$ cat src/rtl/reg_writeback_bank.sv
// One-entry write-back buffer feeding an NREG register bank, with two read ports registered one cycle after the address.
// o_wr_ready drops only while a pending entry is frozen by i_hold. `define REG_WRITE_FORWARD_EN forwards the pending entry to the read ports.
module reg_writeback_bank #(
  parameter int WIDTH = 4,
  parameter int NREG  = 4,
  parameter int AW    = 2
) (
  input  logic             i_clk,
  input  logic             i_reset,
  input  logic             i_wr_valid,
  output logic             o_wr_ready,
  input  logic [AW-1:0]    i_wr_addr,
  input  logic [WIDTH-1:0] i_wr_data,
  input  logic             i_hold,
  input  logic [AW-1:0]    i_rd_addr_a,
  input  logic [AW-1:0]    i_rd_addr_b,
  output logic [WIDTH-1:0] o_rd_data_a,
  output logic [WIDTH-1:0] o_rd_data_b,
  output logic             o_rd_zero_a,
  output logic             o_pend
);

  typedef struct packed {
    logic             vld;
    logic [AW-1:0]    addr;
    logic [WIDTH-1:0] dat;
  } pend_t;

  pend_t            r_pend;
  logic [WIDTH-1:0] r_bank [NREG];
  logic [WIDTH-1:0] w_bank_ext [2**AW];
  logic [WIDTH-1:0] w_rd_a, w_rd_b;
  logic [WIDTH-1:0] r_rd_a, r_rd_b;
  logic             r_zero_a;
  logic             w_accept, w_commit;

  assign o_wr_ready = !r_pend.vld || !i_hold;
  assign w_accept   = i_wr_valid && o_wr_ready;
  assign w_commit   = r_pend.vld && !i_hold;

  always_ff @(posedge i_clk or posedge i_reset) begin
    if (i_reset) begin
      r_pend <= '0;
    end else if (w_accept) begin
      r_pend <= '{vld: 1'b1, addr: i_wr_addr, dat: i_wr_data};
    end else if (w_commit) begin
      r_pend.vld <= 1'b0;
    end
  end

  // Entries addressed at or beyond NREG match no register and are silently dropped.
  always_ff @(posedge i_clk or posedge i_reset) begin
    if (i_reset) begin
      for (int i = 0; i < NREG; i++) r_bank[i] <= '0;
    end else begin
      for (int i = 0; i < NREG; i++) begin
        if (w_commit && r_pend.addr == AW'(i)) r_bank[i] <= r_pend.dat;
      end
    end
  end

  // Full 2**AW view of the bank so out-of-range read indices return zero.
  for (genvar g = 0; g < 2**AW; g++) begin : g_ext
    if (g < NREG) begin : g_reg
      assign w_bank_ext[g] = r_bank[g];
    end else begin : g_zero
      assign w_bank_ext[g] = '0;
    end
  end

`ifdef REG_WRITE_FORWARD_EN
  localparam logic [AW:0] L_NREG = (AW+1)'(NREG);
  logic w_pend_in_range;

  // A pending entry outside the bank is never forwarded; it will be dropped at commit.
  assign w_pend_in_range = r_pend.vld && ({1'b0, r_pend.addr} < L_NREG);
  assign w_rd_a = (w_pend_in_range && r_pend.addr == i_rd_addr_a) ? r_pend.dat : w_bank_ext[i_rd_addr_a];
  assign w_rd_b = (w_pend_in_range && r_pend.addr == i_rd_addr_b) ? r_pend.dat : w_bank_ext[i_rd_addr_b];
`else
  assign w_rd_a = w_bank_ext[i_rd_addr_a];
  assign w_rd_b = w_bank_ext[i_rd_addr_b];
`endif

  always_ff @(posedge i_clk or posedge i_reset) begin
    if (i_reset) begin
      r_rd_a   <= '0;
      r_rd_b   <= '0;
      r_zero_a <= 1'b1;
    end else begin
      r_rd_a   <= w_rd_a;
      r_rd_b   <= w_rd_b;
      r_zero_a <= (w_rd_a == '0);
    end
  end

  assign o_rd_data_a = r_rd_a;
  assign o_rd_data_b = r_rd_b;
  assign o_rd_zero_a = r_zero_a;
  assign o_pend      = r_pend.vld;

endmodule

$ cat config.mk
export PLATFORM = sky130hd
export DESIGN_NAME = reg_writeback_bank
export DESIGN_NICKNAME = d
export VERILOG_FILES = /design/src/rtl/reg_writeback_bank.sv
export SDC_FILE = /design/constraint.sdc
export NUM_CORES = 1
export LEC_CHECK = 0
export ABC_AREA = 1
export CORE_MARGIN = 5
export CORE_UTILIZATION = 54
export DETAILED_ROUTE_END_ITERATION = 6
export MAX_ROUTING_LAYER = met4
export PLACE_DENSITY = 0.82
export SKIP_LAST_GASP = 1
export SLEW_MARGIN = 20
export SYNTH_ARGS = -nofsm -noshare
export SYNTH_HDL_FRONTEND = slang
export SYNTH_SLANG_ARGS = --single-unit
$ cat constraint.sdc
create_clock -name i_clk -period 2.1 [get_ports i_clk]
set_input_delay 0.42 -clock i_clk [delete_from_list [all_inputs] [get_ports i_clk]]
set_output_delay 0.42 -clock i_clk [all_outputs]
set_load 0.02 [all_outputs]
==> summary.md, run 1 <==
| Metric | Value |
|---|---|
| Status | completed |
| Total power draw | ~1.9 mW |
| Residual DRC | 0 |
| PD cells | roughly 1100 nW/µm² |
| Chip Width | 60.0 µm |
| Initial Util | a little under three fifths |
| Final setup fails | 0 |
| Nets@finish | 199 |
| Synth Cell Area | 1350 µm² |
| Die Ht | 60.0 µm |
| RSZ-0062 raised after global routing | no |
| Gr ovfl total | 0 |
| Post-Route WL | roughly 2800 µm |
| Met1 Use GR | 19.1% |
| GP Congestion | between 0.8 and 0.9 |
| Post-route ant nets | 0 |
| Total negative setup slack | 0 ns |
| Worst setup margin | 0.100 ns |
| Final number of max-transition violations | 0 |
| Ranking of synthesized cells by area | dfrtp_1 58%, nand2_1 11%, o21ai_0 8.5% |
| Slew HR | 62.7% |
| Post-synth top cells | 39 x nand2_1, 31 x dfrtp_1, 23 x o21ai_0 |
| CTS Root Cell | clkbuf_4 |
| H-tree level count | 2 |
| Clock buffer count from CTS | 5 |
| First-pass detailed-route iteration total | 4 |
| Worst vdd ir | just over 800 µV |
| Count leader, synth | nand2_1 |
| Crit path DAT | between 1.5 and 2 ns |
| Ys flop type | dfrtp_1 |
| Achievable frequency | ~500 MHz |
| Hold Vio Cnt, Final | 0 |
| Biggest area consumer among synthesized cells | dfrtp_1 |
| Total GRT Usage | 19.2% |
| GR Layer Usage met2 | ~33% |
| Critical Path RT | roughly 1.7 ns |
| Worst-Margin Slew | 0.559 ns |
| Vias in the first global route | about 1,100 |
| Most crowded layer after global routing | met2 |
| Clk_skew | approximately 0.0038 ns |
| Worst min path class | in2async |
| Worst Setup End Kind | output port |
| Tcrit/Tclk final | 95.2% |
| Postcts setup bufs | 0 |
| Lkg Pwr | 0.827 nW |
| Max Root-Sink Buffers | 2 |
| Synth-to-layout area growth | 26.3% |
| Share of cells above drive strength 1 | just over 8% |
| Cts repair resizes | 0 |
| CTS tree | done |
| Port buffer count | 24 |
| Max Cap Viol | 0 |
| # fillers | roughly 210 |
| Min Tclk post-route | 2.00 ns |
| Via density | approximately 5.3 |
| Wirelength per Cell | 13.2 µm |
| EDFF count, synth | 0 |
| DPL Wire Length | roughly 2100 µm |
| Hold_buf cts | 0 |
| Syn nets | about 170 |
| Post-Place Cells | between 200 and 250 |
| Critical path type | in2out |
| Initial antenna violation count | 0 |
| Antenna cells | 0 |
| Final non-filler cell total | around 220 |
| DR iter-0 viols | 39 |
| Clock slew at reported path FFs | roughly 0.09 ns |
| Final core utilization | between 60% and 70% |
| First-pass GRT wire length | 4820 µm |
| Crit-path max FO | 3 |
| Largest net degree at the start of global routing | 20 |
| Cell row count | 18 |
| Register area share after synthesis | 59.5% |
| Synth cell types | 16 |
| FFs w/ async S/R, synth | 100% |
| Met3 Usage GRT | around 7.6% |
| Io pins | 25 |
| Total core area | between 2000 and 2500 µm² |
| Worst Setup Start Kind | input port |
| Full die area | 3590 µm² |
| Vias | 1,145 |
| Clk sinks | 32 |
| Ys Warns | 0 |
| Synthesized flop and latch total | 32 |
| Latest clock arrival within the worst-skew pair | around 0.32 ns |
| Setup WS pre-CTS | approximately 0.099 ns |
| Area share of the largest cell type after synthesis | a little under three fifths |
| Syn Area/Cell | about 8.8 µm² |
| Mapped Cells | ~150 |
==> through the flow <==
step | cell area, µm² | hold slack, ns
after floorplan | 1350 | 0.469
after global placement | 1640 | 0.487
after detailed placement | 1640 | 0.502
after CTS | 1700 | 0.444
after global routing | 1700 | 0.487
final | 1700 | 0.435
==> layer usage <==
metal / up-vias / wire, µm
li1: 560 / -
met1: 517 / 1100
met2: 60 / 1400
met3: 8 / 271
met4: 0 / 72
met5: - / 0
==> kinds of logic after synthesis <==
logic type	Yosys count	synth area share [%]
buffers and inverters	19	6.22
AND/OR/NAND/NOR	69	21.3
AO/OA/AOI/OAI	34	13.0
flip-flops	32	59.5
==> worst paths after layout <==
| path | cells past startpoint | endpoint | from | slack [ns] |
|---|---|---|---|---|
| max | 3 | o_wr_ready | i_hold | 0.10 |
| max reg2reg | 5 | r_bank[6]$_DFFE_PP0P_ | o_pend$_DFFE_PP0P_ | 0.91 |
| min in group i_clk | 2 | r_bank[8]$_DFFE_PP0P_ | r_bank[8]$_DFFE_PP0P_ | 0.52 |
| min reg2reg | 2 | r_bank[8]$_DFFE_PP0P_ | r_bank[8]$_DFFE_PP0P_ | 0.52 |
| min | 2 | o_rd_data_a[3]$_DFF_PP0_ | i_reset | 0.44 |
| max in group asynchronous | 3 | r_pend[5]$_DFFE_PP0P_ | i_reset | 1.18 |
==> registers in the layout (all words and copies together), names as in the netlist <==
register	flops
o_pend	1
o_rd_data_a	4
r_pend	6
o_rd_data_b	4
o_rd_zero_a	1
r_bank	16
==> power breakdown <==
group / switching [mW] / leakage, nW / internal, mW
Sequential: 0.137 / 0.382 / 0.817
Clock: 0.193 / 0.0374 / 0.190
Combinational: 0.283 / 0.408 / 0.237
==> critical path: stages <==
cell and delay [ns]:
clkdlybuf4s50_1 0.43, nand2_2 0.11, clkdlybuf4s50_1 0.62
==> placed cells by master (no fill, tap or decap) <==
master and count:
nand2_1 39, dfrtp_1 31, clkdlybuf4s50_1 24, o21ai_0 23, inv_1 15, nor2_1 15, nand3_1 12, a21oi_1 6
clkbuf_4 5, o22ai_1 4, nand2_2 2, clkbuf_8 2, buf_4 2, nor2_4 1, inv_2 1, o21ai_1 1
dfstp_2 1, buf_12 1
==> final cells by class <==
type	count	area (µm²)	area share [%]
Tap cell	30	37.5	2.21
Clock buffer	7	65.1	3.82
Inverter	16	60.1	3.53
Timing Repair Buffer	27	275	16.2
Sequential cell	32	802	47.1
Multi-Input combinational cell	103	462	27.1
Power figures use the tool's default switching activity.
==> run 2: changes to the inputs <==
--- a/config.mk
+++ b/config.mk
@@ -10,7 +10,7 @@
 export CORE_UTILIZATION = 54
 export DETAILED_ROUTE_END_ITERATION = 6
 export MAX_ROUTING_LAYER = met4
-export PLACE_DENSITY = 0.82
+export PLACE_DENSITY_LB_ADDON = 0.3
 export SKIP_LAST_GASP = 1
 export SLEW_MARGIN = 20
 export SYNTH_ARGS = -nofsm -noshare
==> run 2 against run 1 <==
Hold slack improved by 0.015 ns. Register-to-register slack barely moved. Core utilization fell by 0.98 points. First-iteration DRC count did not move. Worst setup slack got worse by 0.0083 ns. Sequential power barely moved. Sequential share of layout area rose by 0.67 points. Wire length fell by 0.53%. Clock power fell by 5%. Flip-flop and latch count did not move. Cell count did not move. Largest cell class unchanged.
==> summary.md, run 2 (synthesis gave the netlist of run 1 again) <==
| Metric | Value |
|---|---|
| Critical Path RT | 1.68 ns (about the same) |
| First-pass detailed-route iteration total | 4 (unchanged) |
| Worst Setup End Kind | output port |
| Total GRT Usage | 19.3% (+0.10 points) |
| Antenna cells | 0 (unchanged) |
| Clock slew at reported path FFs | 0.10 ns (about the same) |
| Slowest CP cell | clkdlybuf4s50_1 |
| Power Internal | 1.21 mW (-2.8%) |
| Slew HR | 74.5% (+12 points) |
| Latest clock arrival within the worst-skew pair | 0.34 ns (+0.02 ns) |
| Residual DRC | 0 (unchanged) |
| Gr ovfl total | 0 (unchanged) |
| Commonest non-fill, non-tap cell in the layout | nand2_1 |
| Hold Vio Cnt, Final | 0 (unchanged) |
| Synth-to-layout area growth | 24.5% |
| PD cells | 1090 nW/µm² (+0.16%) |
| Critical path's largest stage delay | 0.62 ns (about the same) |
| H-tree level count | 2 (unchanged) |
| Clock buffer count from CTS | 5 (unchanged) |
| Final non-filler cell total | 215 (unchanged) |
| Status | completed |
| Top delay family on crit path | buffers and inverters |
| Chip Width | 60.0 µm (unchanged) |
| Io pins | 25 (unchanged) |
| Post-Place Cells | 207 (-0.48%) |
| Worst min path class | in2async |
| Final number of max-transition violations | 0 (unchanged) |
| Vias in the first global route | 1,141 (+0.71%) |
| Wirelength per Cell | 13.2 µm (-0.53%) |
| Worst-Margin Slew | 0.382 ns (-0.178 ns) |
| Met1 WL | 1080 µm (-1.6%) |
| Sequential power share | 52.0% (+0.6 points) |
| Final setup fails | 0 (unchanged) |
| Max Root-Sink Buffers | 2 (unchanged) |
| Total core area | 2430 µm² (unchanged) |
| Clk sinks | 32 (unchanged) |
| Via density | 5.44 (+2.2%) |
| Share of cells above drive strength 1 | 8.11% (unchanged) |
| Critical path cell sequence | clkdlybuf4s50_1 > nand2_2 > clkdlybuf4s50_1 |
| Worst Path Buf+Inv | 2 (unchanged) |
| Critical path type | in2out |
| Crit-path max FO | 3 (unchanged) |
| Crit path DAT | 1.59 ns (about the same) |
| GP Congestion | 0.832 (+0.67%) |
| DPL Wire Length | 2110 µm (+0.17%) |
| Max Cap Viol | 0 (unchanged) |
| CTS tree | done |
| Most frequent CP cell | clkdlybuf4s50_1 |
| Initial Util | 55.4% (unchanged) |
| Cts repair resizes | 0 (unchanged) |
| Port buffer count | 24 (unchanged) |
| Min Tclk post-route | 2.01 ns (+0.00833 ns) |
| Post-route ant nets | 0 (unchanged) |
| CTS Root Cell | clkbuf_4 |
| Hold_ws | 0.450 ns (+0.0150 ns) |
| Achievable frequency | 498 MHz (-0.41%) |
| Die Ht | 60.0 µm (unchanged) |
| Worst Setup Start Kind | input port |
| DR top layer | met4 |
| NetSw | 625 µW (+1.9%) |
| Vias | 1,170 (+2.2%) |
| First-pass GRT wire length | 4870 µm (+1.1%) |
| Postcts setup bufs | 0 (unchanged) |
| Lkg Pwr | 0.818 nW (-1.1%) |
| Switching part of the total | 34.1% (+1.1 points) |
| Clk_skew | 0.00869 ns (+0.00484 ns) |
| Largest net degree at the start of global routing | 33 (+65%) |
| Full die area | 3590 µm² (unchanged) |
| Hold_buf cts | 0 (unchanged) |
| Metal3 WL | 270 µm (-0.37%) |
| Met2 wire len | 1420 µm (+1.2%) |
| DR iter-0 viols | 39 (unchanged) |
| Final core utilization | 69.0% (-0.98 points) |
| Biggest registers after layout | r_bank x16, r_pend x6 |
| Total negative setup slack | 0 ns (unchanged) |
| Worst vdd ir | 693 µV (-14%) |
| Cell row count | 18 (unchanged) |
| Most frequent cells in the layout | 39 x nand2_1, 31 x dfrtp_1, 24 x clkdlybuf4s50_1, 23 x o21ai_0 |
| Tcrit/Tclk final | 95.6% (+0.40 points) |
| Combinational share of power | 28.1% (about the same) |
| Final Cell Area | 1680 µm² (-1.4%) |
| Nets@finish | 198 (-0.50%) |
| Post-Route WL | 2830 µm (-0.53%) |
| Clock Power Share | 19.9% (-0.7 points) |
| Initial antenna violation count | 0 (unchanged) |
| RSZ-0062 raised after global routing | no |
| Max reg flops | 16 (unchanged) |
| Largest register by flop count | r_bank |
| Dpl cell area | 1620 µm² (-1.2%) |
## run 2: layout make-up
| class | count | area [µm²] |
|---|---|---|
| flip-flops and latches | 32 | 802 |
| fillers | 212 | 754 |
| multi-input cells | 103 | 462 |
| repair buffers | 26 | 255 |
| inverters | 16 | 60.1 |
| clock buffers | 6 | 51.3 |
| well taps | 30 | 37.5 |
| clock inverters | 2 | 10.0 |
## run 2: worst reg2reg max path, stage by stage (launching register included)
cell and delay, ns:
dfrtp_1 0.40, inv_1 0.08, nor2_4 0.11, nand3_1 0.25, nand2_1 0.13, o21ai_0 0.10
## run 2: power groups by stage
stage | clock [mW] | combinational (mW) | sequential (mW)
after floorplan | 0 | 0.270 | 0.986
after global placement | 0 | 0.494 | 0.949
after detailed placement | 0 | 0.517 | 0.962
after CTS | 0.370 | 0.520 | 0.950
after global routing | 0.404 | 0.589 | 0.976
final | 0.364 | 0.515 | 0.954
## run 2: stage by stage
step	power (mW)	setup slack, ns
floorplan	1.26	0.987
global placement	1.44	0.125
detailed placement	1.48	0.0742
CTS	1.84	0.0701
global route	1.97	0.0620
finish	1.83	0.0918
## run 2: per-layer routing
metal | global-route usage (%) | up-vias
met5 | - | -
met4 | 7.59 | 0
met2 | 32.9 | 59
li1 | - | 558
met3 | 7.13 | 12
met1 | 20.1 | 541
## run 2: path summary, 6_finish.rpt
check	from	end	slack (ns)	cells after the start
max reg2reg	o_pend$_DFFE_PP0P_	r_bank[13]$_DFFE_PP0P_	0.90	5
min reg2reg	r_bank[8]$_DFFE_PP0P_	r_bank[8]$_DFFE_PP0P_	0.52	2
min in group i_clk	r_bank[8]$_DFFE_PP0P_	r_bank[8]$_DFFE_PP0P_	0.52	2
max	i_hold	o_wr_ready	0.09	3
min	i_reset	o_rd_data_a[0]$_DFF_PP0_	0.45	3
max in group asynchronous	i_reset	o_rd_zero_a$_DFF_PP1_	1.33	3
==> run 3: changes to the inputs <==
--- a/config.mk
+++ b/config.mk
@@ -5,7 +5,6 @@
 export SDC_FILE = /design/constraint.sdc
 export NUM_CORES = 1
 export LEC_CHECK = 0
-export ABC_AREA = 1
 export CORE_MARGIN = 5
 export CORE_UTILIZATION = 54
 export DETAILED_ROUTE_END_ITERATION = 6
==> run 3 against run 2 <==
Sequential power is 8% higher. Die area decreased by 1.2%. Combinational power rose by 34%. Clock skew decreased by 0.0036 ns. Worst setup slack better by 0.060 ns. Total power grew 15%. Hold slack better by 0.016 ns. Sequential share of layout area decreased by 0.25 points. Largest power group unchanged.
==> summary.md, run 3 <==
| Metric | Value |
|---|---|
| Status | completed |
| First-pass GRT wire length | 4100 µm (-16%) |
| CTS Root Cell | clkbuf_4 |
| Biggest area consumer among synthesized cells | dfrtp_1 |
| Synth Cell Area | 1330 µm² (-1.4%) |
| Crit path DAT | 1.53 ns (-0.06 ns) |
| Residual DRC | 0 (unchanged) |
| Clk_skew | 0.00507 ns (-0.00362 ns) |
| Initial antenna violation count | 0 (unchanged) |
| Combinational share of power | 32.7% (+4.6 points) |
| DR iter-0 viols | 20 (-49%) |
| Slew HR | 73.1% (-1.5 points) |
| R2R setup slack | 0.69 ns (-0.21 ns) |
| Share of cells above drive strength 1 | 41.3% (+33 points) |
| Mapped Cells | 71 (-54%) |
| Synth Area in Adders | 0% (unchanged) |
| Worst-Margin Slew | 0.402 ns (+0.0204 ns) |
| Commonest non-fill, non-tap cell in the layout | dfrtp_1 |
| Slowest CP cell | clkdlybuf4s50_1 |
| Io pins | 25 (unchanged) |
| CTS tree | done |
| PD cells | 1250 nW/µm² (+14%) |
| Max reg flops | 16 (unchanged) |
| Final number of max-transition violations | 0 (unchanged) |
| EDFF count, synth | 0 (unchanged) |
| Top delay family on crit path | buffers and inverters |
| Antenna cells | 0 (unchanged) |
| Setup WS pre-CTS | 0.132 ns (+0.0582 ns) |
| Die Ht | 59.6 µm (-0.58%) |
| Gr ovfl total | 0 (unchanged) |
| Post-synthesis compound-gate area fraction | 0.847% (-12 points) |
| Syn Area/Cell | 18.7 µm² (+110%) |
| Post-route ant nets | 0 (unchanged) |
| Reg2Reg Capture Point | r_bank[15]$_DFFE_PP0P_ |
| Ys flop type | dfrtp_1 |
| Clock Power Share | 18.1% (-1.8 points) |
| First-pass detailed-route iteration total | 2 (-2) |
| Synth cell types | 14 (-2) |
| Simple-Gate Fraction of Synth Area | 6.03% (-15 points) |
| Largest net degree at the start of global routing | 33 (unchanged) |
| Achievable frequency | 513 MHz (+3.1%) |
| Max Root-Sink Buffers | 2 (unchanged) |
| Final non-filler cell total | 134 (-38%) |
| Post-Place Cells | 127 (-39%) |
| Port buffer count | 24 (unchanged) |
| Area share of the largest cell type after synthesis | 58.4% (+0.81 points) |
| Hold_buf cts | 0 (unchanged) |
| Via density | 5.55 (+2.0%) |
| Worst setup margin | 0.152 ns (+0.0604 ns) |
| Worst min path class | in2async |
| Largest register by flop count | r_bank |
| Critical Path RT | 1.68 ns (about the same) |
| Power Internal | 1.49 mW (+24%) |
| Register area share after synthesis | 60.4% (+0.84 points) |
| Post-Route WL | 2260 µm (-20%) |
| Most frequent CP cell | clkdlybuf4s50_1 |
| Count leader, synth | dfrtp_1 |
| Biggest registers after layout | r_bank x16, r_pend x6 |
| NetSw | 608 µW (-2.6%) |
| Reg2Reg Depth | 2 (-3) |
| Metal3 WL | 167 µm (-38%) |
| Switching part of the total | 28.9% (-5.1 points) |
| Total GRT Usage | 17.0% (-2.3 points) |
| Lkg Pwr | 0.697 nW (-15%) |
| H-tree level count | 2 (unchanged) |
| Met1 WL | 865 µm (-20%) |
| GP Congestion | 0.747 (-10%) |
| Worst Path Buf+Inv | 2 (unchanged) |
| Crit-path max FO | 2 (-1) |
| Total core area | 2410 µm² (-0.93%) |
| Chip Width | 59.6 µm (-0.58%) |
| Ys Warns | 0 (unchanged) |
| Largest family of logic cells by synthesized area | multiplexers |
| DR top layer | met4 |
| Nets@finish | 118 (-40%) |
| Critical path cell sequence | clkdlybuf4s50_1 > nand2_1 > clkdlybuf4s50_1 |
| Clock buffer count from CTS | 5 (unchanged) |
| DPL Wire Length | 1720 µm (-18%) |
| Multiplexer share of the synthesized area | 32.5% (+32 points) |
| Most frequent cells in the layout | 31 x dfrtp_1, 24 x clkdlybuf4s50_1, 22 x mux2_2, 7 x mux4_2, 5 x clkbuf_4 |
| Met2 wire len | 1170 µm (-17%) |
| Sequential power share | 49.1% (-2.9 points) |
| Critical path's largest stage delay | 0.60 ns (-0.02 ns) |
| Post-Synth XOR/XNOR Area | 0% (unchanged) |
| Vias in the first global route | 869 (-24%) |
| Final setup fails | 0 (unchanged) |
| Worst Setup End Kind | output port |
| Wirelength per Cell | 16.8 µm (+28%) |
| Cts repair resizes | 0 (unchanged) |
| Total negative setup slack | 0 ns (unchanged) |
| Worst vdd ir | 748 µV (+8.0%) |
| Cell row count | 18 (unchanged) |
| Ranking of synthesized cells by area | dfrtp_1 58%, mux2_2 19%, mux4_2 12% |
| Clk sinks | 32 (unchanged) |
| Worst Setup Start Kind | input port |
| Synthesized flop and latch total | 32 (unchanged) |
| Hold Vio Cnt, Final | 0 (unchanged) |
| Syn nets | 85 (-49%) |
| RR Startpoint | r_pend[4]$_DFFE_PP0P_ |
| RSZ-0062 raised after global routing | no |
| Clock slew at reported path FFs | 0.09 ns (about the same) |
| Postcts setup bufs | 0 (unchanged) |
| Vias | 744 (-36%) |
| Critical path type | in2out |
| Full die area | 3550 µm² (-1.2%) |
| Latest clock arrival within the worst-skew pair | 0.33 ns (about the same) |
| Tcrit/Tclk final | 92.8% (-2.9 points) |
| Post-synth top cells | 31 x dfrtp_1, 22 x mux2_2, 7 x mux4_2 |
| Initial Util | 55.1% (-0.26 points) |
| FFs w/ async S/R, synth | 100% (unchanged) |
| Max Cap Viol | 0 (unchanged) |
| Min Tclk post-route | 1.95 ns (-0.0604 ns) |
| Synth-to-layout area growth | 26.9% |
[run 3: changes by cell type after synthesis, sizes merged, moves of 2 or more]
cell,previous run,this run
a21oi,6,0
and4bb,0,2
buf,3,0
inv,16,1
mux2,0,22
mux4,0,8
nand2,41,1
nand3,12,0
nor2,16,0
o21ai,24,0
o22ai,4,0
[run 3: worst reg2reg max path, delay by kind of cell, from the launching register on]
kind,cells,cell delay [ns]
AND/OR/NAND/NOR,1,0.46
flip-flops,1,0.45
multiplexers,1,0.39
[run 3: layer usage]
layer	vias up	track usage (%)
met2	25	27.0
met3	7	7.84
met5	-	-
met4	0	6.65
li1	341	-
met1	371	18.7
[run 3: worst max path at each step]
stage                                         to  cells after the start  slack (ns)               start
after detailed placement   o_rd_zero_a$_DFF_PP1_                      3        0.13      i_rd_addr_a[0]
final                                 o_wr_ready                      3        0.15              i_hold
after global routing                  o_wr_ready                      2        0.09  o_pend$_DFFE_PP0P_
after global placement                o_wr_ready                      3        0.16              i_hold
after CTS                             o_wr_ready                      3        0.15              i_hold
after floorplan           r_bank[12]$_DFFE_PP0P_                      2        0.78  o_pend$_DFFE_PP0P_
[run 3: cells by family after synthesis]
family,Yosys count
flops,32
mux,30
buf+inv,1
simple gates,7
compound gates,1
[run 3: layout make-up]
type	count	area, µm²
repair buffers	26	255
multi-input cells	38	523
well taps	30	37.5
inverters	1	3.75
fillers	169	723
clock buffers	7	65.1
flip-flops and latches	32	802
[run 3: through the flow]
step                      area [µm²]  power, mW  util [%]  hold slack [ns]
after global placement          1620       1.70      67.3            0.504
final                           1690       2.10      70.0            0.466
after floorplan                 1330       1.44         -            0.488
after global routing            1690       2.25      70.0            0.479
after CTS                       1690       2.13      70.0            0.478
after detailed placement        1620       1.75      67.3            0.524
[run 3: power groups by stage]
stage / Sequential (mW) / Clock [mW] / Combinational [mW]
floorplan: 1.11 / 0 / 0.336
global route: 1.08 / 0.432 / 0.742
detailed placement: 1.05 / 0 / 0.699
finish: 1.03 / 0.381 / 0.688
CTS: 1.04 / 0.393 / 0.700
global placement: 1.02 / 0 / 0.680
